`src/rtl/data_dispatcher_unit.sv`:
```
// -----------------------------------------------------------------------------
// data_dispatcher_unit
//
// Scatters a serial byte stream into a destination block RAM. Each byte of a
// message is written to the address held in a dispatch table at the entry
// for that byte's position in the message. Two message types share the table:
// particle messages use entries [0, PARTICLE_LEN) and map messages use entries
// [PARTICLE_LEN, PARTICLE_LEN+MAP_LEN). A one-cycle start_particle_update
// pulse accompanies the write of the last byte of every particle message.
//
// The table is an inferred ROM. Its contents come from the dispatch_table
// parameter, which is a packed vector holding one ADDR_WIDTH-bit entry per
// slot, with entry i at bits [i*ADDR_WIDTH +: ADDR_WIDTH]. The default value
// holds a linear layout: particle slot i maps to 0x100+i, and map slot i
// maps to 0x200+i.
//
// Pipeline (E0 = accept edge):
//   E0   : byte latched, table index registered, counter advances
//   E0+1 : table entry read (registered ROM read)
//   E0+2 : data_out / waddr / data_valid (/ start_particle_update) driven
//
// Ports
//   clk                    in   single clock, rising edge
//   rst_n                  in   asynchronous active-low reset
//   data_in                in   incoming byte
//   input_data_valid       in   one-cycle strobe per incoming byte
//   particle_data_flag     in   level, selects particle messages (has priority)
//   map_data_flag          in   level, selects map messages
//   data_out               out  byte to write to the destination RAM
//   waddr                  out  destination address taken from the table
//   data_valid             out  destination RAM write strobe
//   start_particle_update  out  pulse with the last particle byte write
// -----------------------------------------------------------------------------
module data_dispatcher_unit #(
  parameter int PARTICLE_MESSAGE_LENGHT_BYTE = 8,
  parameter int MAP_MESSAGE_LENGHT_BYTE      = 10,
  parameter int DATA_WIDTH                   = 8,
  parameter int ADDR_WIDTH                   = 10,
  parameter logic [(PARTICLE_MESSAGE_LENGHT_BYTE+MAP_MESSAGE_LENGHT_BYTE)*ADDR_WIDTH-1:0]
    dispatch_table = {10'h209, 10'h208, 10'h207, 10'h206, 10'h205,
                      10'h204, 10'h203, 10'h202, 10'h201, 10'h200,
                      10'h107, 10'h106, 10'h105, 10'h104,
                      10'h103, 10'h102, 10'h101, 10'h100}
) (
  input  logic                  clk,
  input  logic                  rst_n,
  input  logic [DATA_WIDTH-1:0] data_in,
  input  logic                  input_data_valid,
  input  logic                  particle_data_flag,
  input  logic                  map_data_flag,
  output logic [DATA_WIDTH-1:0] data_out,
  output logic [ADDR_WIDTH-1:0] waddr,
  output logic                  data_valid,
  output logic                  start_particle_update
);

  localparam int P_LEN = PARTICLE_MESSAGE_LENGHT_BYTE;
  localparam int M_LEN = MAP_MESSAGE_LENGHT_BYTE;
  localparam int DEPTH = P_LEN + M_LEN;
  localparam int IW    = $clog2(DEPTH);

  localparam logic [IW-1:0] P_LAST = IW'(P_LEN - 1);
  localparam logic [IW-1:0] M_LAST = IW'(M_LEN - 1);
  localparam logic [IW-1:0] M_BASE = IW'(P_LEN);

  typedef enum logic [1:0] {
    MODE_NONE     = 2'd0,
    MODE_PARTICLE = 2'd1,
    MODE_MAP      = 2'd2
  } mode_e;

  // ---------------------------------------------------------------------------
  // Dispatch table ROM
  // ---------------------------------------------------------------------------
  logic [ADDR_WIDTH-1:0] table_mem [DEPTH];

  for (genvar gi = 0; gi < DEPTH; gi++) begin : g_table
    assign table_mem[gi] = dispatch_table[gi*ADDR_WIDTH +: ADDR_WIDTH];
  end

  // ---------------------------------------------------------------------------
  // Mode selection and byte counter
  // ---------------------------------------------------------------------------
  mode_e         mode_sel;
  mode_e         mode_q;
  logic [IW-1:0] cnt_q, cnt_d;
  logic [IW-1:0] cnt_eff;
  logic [IW-1:0] rd_idx;
  logic          accept;
  logic          last_byte;

  always_comb begin
    mode_sel  = MODE_NONE;
    cnt_eff   = cnt_q;
    accept    = 1'b0;
    last_byte = 1'b0;
    rd_idx    = '0;
    cnt_d     = cnt_q;

    if (particle_data_flag)  mode_sel = MODE_PARTICLE;
    else if (map_data_flag)  mode_sel = MODE_MAP;

    // A different mode from the previous cycle starts a message from byte 0,
    // even if the byte that triggers the change arrives in the same cycle.
    if (mode_sel != mode_q) cnt_eff = '0;

    accept    = input_data_valid && (mode_sel != MODE_NONE);
    last_byte = (mode_sel == MODE_PARTICLE) ? (cnt_eff == P_LAST) : (cnt_eff == M_LAST);
    rd_idx    = (mode_sel == MODE_MAP) ? (M_BASE + cnt_eff) : cnt_eff;

    if (mode_sel == MODE_NONE) cnt_d = '0;
    else if (accept)           cnt_d = last_byte ? '0 : cnt_eff + 1'b1;
    else                       cnt_d = cnt_eff;
  end

  // ---------------------------------------------------------------------------
  // Stage 1: latch the byte and the table index
  // ---------------------------------------------------------------------------
  logic                  s1_valid_q;
  logic                  s1_last_q;
  logic [DATA_WIDTH-1:0] s1_data_q;
  logic [IW-1:0]         s1_idx_q;

  always_ff @(posedge clk or negedge rst_n) begin
    if (!rst_n) begin
      mode_q     <= MODE_NONE;
      cnt_q      <= '0;
      s1_valid_q <= 1'b0;
      s1_last_q  <= 1'b0;
      s1_data_q  <= '0;
      s1_idx_q   <= '0;
    end else begin
      mode_q     <= mode_sel;
      cnt_q      <= cnt_d;
      s1_valid_q <= accept;
      s1_last_q  <= accept && last_byte && (mode_sel == MODE_PARTICLE);
      if (accept) begin
        s1_data_q <= data_in;
        s1_idx_q  <= rd_idx;
      end
    end
  end

  // ---------------------------------------------------------------------------
  // Stage 2: registered table read (kept free of reset so it maps onto RAM)
  // ---------------------------------------------------------------------------
  logic [ADDR_WIDTH-1:0] s2_addr_q;

  always_ff @(posedge clk) begin
    s2_addr_q <= table_mem[s1_idx_q];
  end

  logic                  s2_valid_q;
  logic                  s2_last_q;
  logic [DATA_WIDTH-1:0] s2_data_q;

  always_ff @(posedge clk or negedge rst_n) begin
    if (!rst_n) begin
      s2_valid_q <= 1'b0;
      s2_last_q  <= 1'b0;
      s2_data_q  <= '0;
    end else begin
      s2_valid_q <= s1_valid_q;
      s2_last_q  <= s1_last_q;
      s2_data_q  <= s1_data_q;
    end
  end

  // ---------------------------------------------------------------------------
  // Stage 3: output registers; data/address hold between writes
  // ---------------------------------------------------------------------------
  logic [DATA_WIDTH-1:0] data_out_q;
  logic [ADDR_WIDTH-1:0] waddr_q;
  logic                  data_valid_q;
  logic                  start_q;

  always_ff @(posedge clk or negedge rst_n) begin
    if (!rst_n) begin
      data_out_q   <= '0;
      waddr_q      <= '0;
      data_valid_q <= 1'b0;
      start_q      <= 1'b0;
    end else begin
      data_valid_q <= s2_valid_q;
      start_q      <= s2_valid_q && s2_last_q;
      if (s2_valid_q) begin
        data_out_q <= s2_data_q;
        waddr_q    <= s2_addr_q;
      end
    end
  end

  assign data_out              = data_out_q;
  assign waddr                 = waddr_q;
  assign data_valid            = data_valid_q;
  assign start_particle_update = start_q;

endmodule

```
`config.mk`:
```
export PLATFORM = sky130hd
export DESIGN_NAME = data_dispatcher_unit
export DESIGN_NICKNAME = d
export VERILOG_FILES = /design/src/rtl/data_dispatcher_unit.sv
export SDC_FILE = /design/constraint.sdc
export NUM_CORES = 1
export LEC_CHECK = 0
export CAP_MARGIN = 10
export CELL_PAD_IN_SITES_DETAIL_PLACEMENT = 0
export CELL_PAD_IN_SITES_GLOBAL_PLACEMENT = 1
export CORE_UTILIZATION = 38
export DETAILED_ROUTE_END_ITERATION = 8
export GPL_TIMING_DRIVEN = 0
export PLACE_DENSITY_LB_ADDON = 0.08
export RECOVER_POWER = 50
export SLEW_MARGIN = 20
export SYNTH_ARGS = -nofsm -noshare
export SYNTH_HDL_FRONTEND = slang
export SYNTH_SLANG_ARGS = --single-unit
```
`constraint.sdc`:
```
create_clock -name clk -period 1.4 [get_ports clk]
set_input_delay 0.21 -clock clk [delete_from_list [all_inputs] [get_ports clk]]
set_output_delay 0.21 -clock clk [all_outputs]
set_load 0.02 [all_outputs]
```
==> run summary <==
TritonCTS built the clock tree. The endpoint of the worst setup timing path was s1_idx_q[3]$_DFFE_PN0P_. The run gives 66.7% as the portion of the post-synthesis area used by sequential elements. The number of antenna violations at the first check in global routing is 0, and the routability congestion estimate is 0.797. The synthesized netlist devotes 2.21% of its cell area to XOR and XNOR gates.

The global-route wire length before repair is 5.22 mm. The post-synthesis cell type with the largest combined area was sky130_fd_sc_hd__dfrtp_1. The clock input transition at the sequential cells of the worst setup and hold paths was 90 ps. STA classifies the critical path startpoint as a flop.

The number of distinct standard cells referenced by the synthesized netlist is 34, and the global routing usage summed across all routing layers is 12.8%. The non-filler instance count after layout was 255; the internal power consumption was 2.34 mW. Compared with the post-synthesis result, the final layout area differs by 27.4%. Dominant combinational cell family by area after synthesis: multiplexers. The number of synthesized register bits works out to 54. The floorplan step set the die height to 74.2 um. Measured against the total synthesized area, the mux share comes to 13.0%.

In this run, synthesis inferred 0 flip-flops with an integrated enable. The count of buffers added on input and output ports is 28. The net count of the finished layout is 200. The maximum count of clock buffers along a single path is 2. After detailed routing, the number of remaining DRC violations is 0. The run finished, with violations left.

The number of nets with antenna violations after detailed routing came out at 0. The buffer type at the clock tree root was sky130_fd_sc_hd__clkbuf_8. The core area was 4880 um2; the clock latency of the later-clocked register in the worst-skew pair was 290 ps.

The number of vias after detailed routing was 1148. Clock tree synthesis found a total of 54 sinks. The repair_antennas step left the layout with diodes totalling 0. The detailed router finished its first iteration with 52 violations.

In the synthesized netlist the async set-or-reset flop fraction comes to 88.9%. Pin count of the biggest net entering global routing: 31. For the highest clock rate, the log shows 697 MHz. The checks that failed: setup timing. Clock tree synthesis inserted a total of 5 buffers. The class of the worst hold path was input pin to flop. The final-report max-slew violation count came out at 0.

The critical path required time is 1580 ps, and the proportion of layout cells with a drive suffix above 1 is 28.2%. The nature of the critical path endpoint was a flop. The first TritonRoute pass finished after 6 iterations.

The endpoint identified for the worst register-to-register timing path is s1_idx_q[3]$_DFFE_PN0P_. Combinational logic burns 15.3% of the power. The proportion of netlist area held by the largest area contributor came out at 60.6%.

The post-layout minimum cycle time is 1430 ps, and the filler cell count is 450. The run gives 0 as the number of hold violations in the final report. The tools report the sequential share of power as 57.4%. The worst register-to-register path begins at mode_q[1]$_DFF_PN0_. Of the total synthesized cell area, the portion taken by full adders, half adders and majority gates is 0%. The wire length per cell after detailed routing was 11.9 um; the initial core utilization was 40.6%. In this run the count of I/O pins placed on the die edge is 33. In this run switching power makes up 24.0% of total power. Hold timing on the final database bottoms out at a slack of 176 ps. Of the total power, the clock network draws 27.3%.

Clock skew on the completed layout was measured at 3.27 ps. VDD sags by at most 0.377 mV. The routed design has 3.03 mm of wire. In this run the most critical hold path is launched from particle_data_flag. Setup repair after global routing could not meet its margin everywhere.

STA puts the critical path data arrival time at 1620 ps. The slack of the worst reg-to-reg path was -30 ps. After global routing the overflow that remains totals 0.

Setup violations remaining at the end of the flow were counted as 4. Dividing the detail-routed via count by the number of cells gives 4.50. For this design the ratio of total power to cell area is 1220 nW/um2. The maximum fanout along the worst path was 5; the instance count after placement with tap cells included was 241. The hold-critical path depth came out at 1. The logs give -34.0 ps for the final critical-path setup slack and 0 for the count of yosys warnings during synthesis.

The number of cell rows was 25. The per-instance average area after synthesis is 14.0 um2. In this run the worst setup path begins at mode_q[1]$_DFF_PN0_.

Of the total synthesized cell area, the portion taken by AND, OR, NAND and NOR gates is 8.71%. The analysis attributes to cell leakage a power of 1.17 nW. The die span in x came out at 74.2 um. The final critical-path share of the clock period came out at 102%.

The run gives 1980 um2 as the post-synth design cell area. After technology mapping, the gate count stands at 142. The HPWL after detailed placement is 2.12 mm. In the synthesized netlist the dominant register cell turns out to be sky130_fd_sc_hd__dfrtp_1.

The area of the die is 5510 um2. The analysis attributes to net switching a power of 0.740 mW. The critical path class was flop to flop. The H-tree generated during clock tree synthesis spans 2 levels. Summing the areas of all compound-gate instances in the mapped netlist gives 5.87% of the synthesized area. Across the run, the number of max-cap violations was 0. The logs give 1139 for the via count of the first global-routing pass and -604 ps for the worst slack at placement. Ranked by total cell area, the synthesized netlist is headed by sky130_fd_sc_hd__dfrtp_1, sky130_fd_sc_hd__mux2_2, sky130_fd_sc_hd__dfxtp_1. The count of cells along the worst register-to-register path works out to 5.
cells in the final DEF, fill, tap and decap left out, types with 3 or more instances in the layout:
| cell | n |
|---|---|
| sky130_fd_sc_hd__nand2b_1 | 5 |
| sky130_fd_sc_hd__clkbuf_8 | 6 |
| sky130_fd_sc_hd__nand2_1 | 8 |
| sky130_fd_sc_hd__nor2_1 | 5 |
| sky130_fd_sc_hd__buf_4 | 10 |
| sky130_fd_sc_hd__dlygate4sd2_1 | 18 |
| sky130_fd_sc_hd__clkdlybuf4s50_1 | 8 |
| sky130_fd_sc_hd__xnor2_1 | 4 |
| sky130_fd_sc_hd__dfrtp_1 | 48 |
| sky130_fd_sc_hd__dfxtp_1 | 6 |
| sky130_fd_sc_hd__o21ai_0 | 3 |
| sky130_fd_sc_hd__mux2_2 | 22 |
| sky130_fd_sc_hd__inv_1 | 4 |
| sky130_fd_sc_hd__conb_1 | 4 |
what timing repair did:
item	CTS	global route
pin swaps	5	2
hold buffers	1	0
resized for setup	22	6
setup endpoints to repair	37	13
setup buffers	1	4
hold endpoints to repair	18	0
kinds of logic (layout without fill, tap and decap cells):
| family | count (synthesis) | in the layout |
|---|---|---|
| multiplexers | 23 | 23 |
| XOR/XNOR | 5 | 5 |
| flip-flops | 54 | 54 |
| AND/OR/NAND/NOR | 31 | 31 |
| other | 1 | 4 |
| AO/OA/AOI/OAI | 16 | 16 |
| buffers and inverters | 12 | 55 |
sequential cells by signal, summed over array words and instances (netlist names):
| signal | cells |
|---|---|
| data_out | 8 |
| s1_data_q | 8 |
| s2_data_q | 8 |
| s2_addr_q | 6 |
| waddr | 6 |
| cnt_q | 5 |
| s1_idx_q | 5 |
| mode_q | 2 |
| data_valid | 1 |
| s1_last_q | 1 |
| s1_valid_q | 1 |
| s2_last_q | 1 |
| s2_valid_q | 1 |
| start_particle_update | 1 |
critical path, stage by stage (launching register included):
cell and delay (ps):
sky130_fd_sc_hd__dfrtp_1 410, sky130_fd_sc_hd__buf_4 150, sky130_fd_sc_hd__xnor2_2 130, sky130_fd_sc_hd__a21bo_4 240, sky130_fd_sc_hd__and3_4 170, sky130_fd_sc_hd__o31a_1 220
layout make-up:
type                    instances  area (um2)  area share (%)
plain buffers                   8        61.3            2.43
clock buffers                   7        86.3            3.42
clock inverters                 1        5.00           0.198
inverters                       4        15.0           0.595
multi-input cells              79         644            25.5
flip-flops and latches         54        1320            52.3
well taps                      67        83.8            3.32
repair buffers                 35         308            12.2
per-layer routing:
| metal | track usage, % | routed length [um] |
|---|---|---|
| met4 | 5.24 | 17 |
| met1 | 16.1 | 1420 |
| met3 | 3.79 | 119 |
| met2 | 20.8 | 1470 |
| met5 | 0 | 0 |
synthesized netlist by cell type, types with 2 or more instances:
cell type                  number
sky130_fd_sc_hd__buf_2          2
sky130_fd_sc_hd__nand2b_1       5
sky130_fd_sc_hd__dfxtp_1        6
sky130_fd_sc_hd__buf_4          5
sky130_fd_sc_hd__o22ai_1        2
sky130_fd_sc_hd__nand2_1        8
sky130_fd_sc_hd__mux2_2        22
sky130_fd_sc_hd__nor3_1         2
sky130_fd_sc_hd__a21oi_1        2
sky130_fd_sc_hd__nor2b_1        2
sky130_fd_sc_hd__o21a_1         2
sky130_fd_sc_hd__nor2_1         5
sky130_fd_sc_hd__inv_1          4
sky130_fd_sc_hd__and2_1         2
sky130_fd_sc_hd__dfrtp_1       48
sky130_fd_sc_hd__xnor2_1        5
sky130_fd_sc_hd__o21ai_0        3
how the worst min path moves through the flow:
| stage | end |
|---|---|
| finish | mode_q[0]$_DFF_PN0_ |
| global route | mode_q[0]$_DFF_PN0_ |
| CTS | mode_q[0]$_DFF_PN0_ |
| detailed placement | data_out[2]$_DFFE_PN0P_ |
| global placement | s2_valid_q$_DFF_PN0_ |
| floorplan | cnt_q[0]$_DFF_PN0_ |
through the flow:
stage                     utilization (%)  cell area [um2]  power [mW]  TNS [ps]
after floorplan                         -             1990        2.06         0
after global placement               48.3             2360        2.29    -61020
after detailed placement             48.6             2370        2.31     -8180
after CTS                            50.7             2470        3.12     -58.9
after global routing                 51.7             2520        3.25      -336
final                                51.7             2520        3.08     -67.8
power groups by stage:
stage,Combinational (mW),Sequential [mW],Clock [mW]
2_1_floorplan,0.184,1.88,0
5_1_grt,0.515,1.79,0.947
6_report,0.471,1.77,0.841
4_1_cts,0.465,1.77,0.883
3_5_place_dp,0.504,1.80,0
3_3_place_gp,0.489,1.80,0
Note: power is estimated with default switching activity, not from simulation.
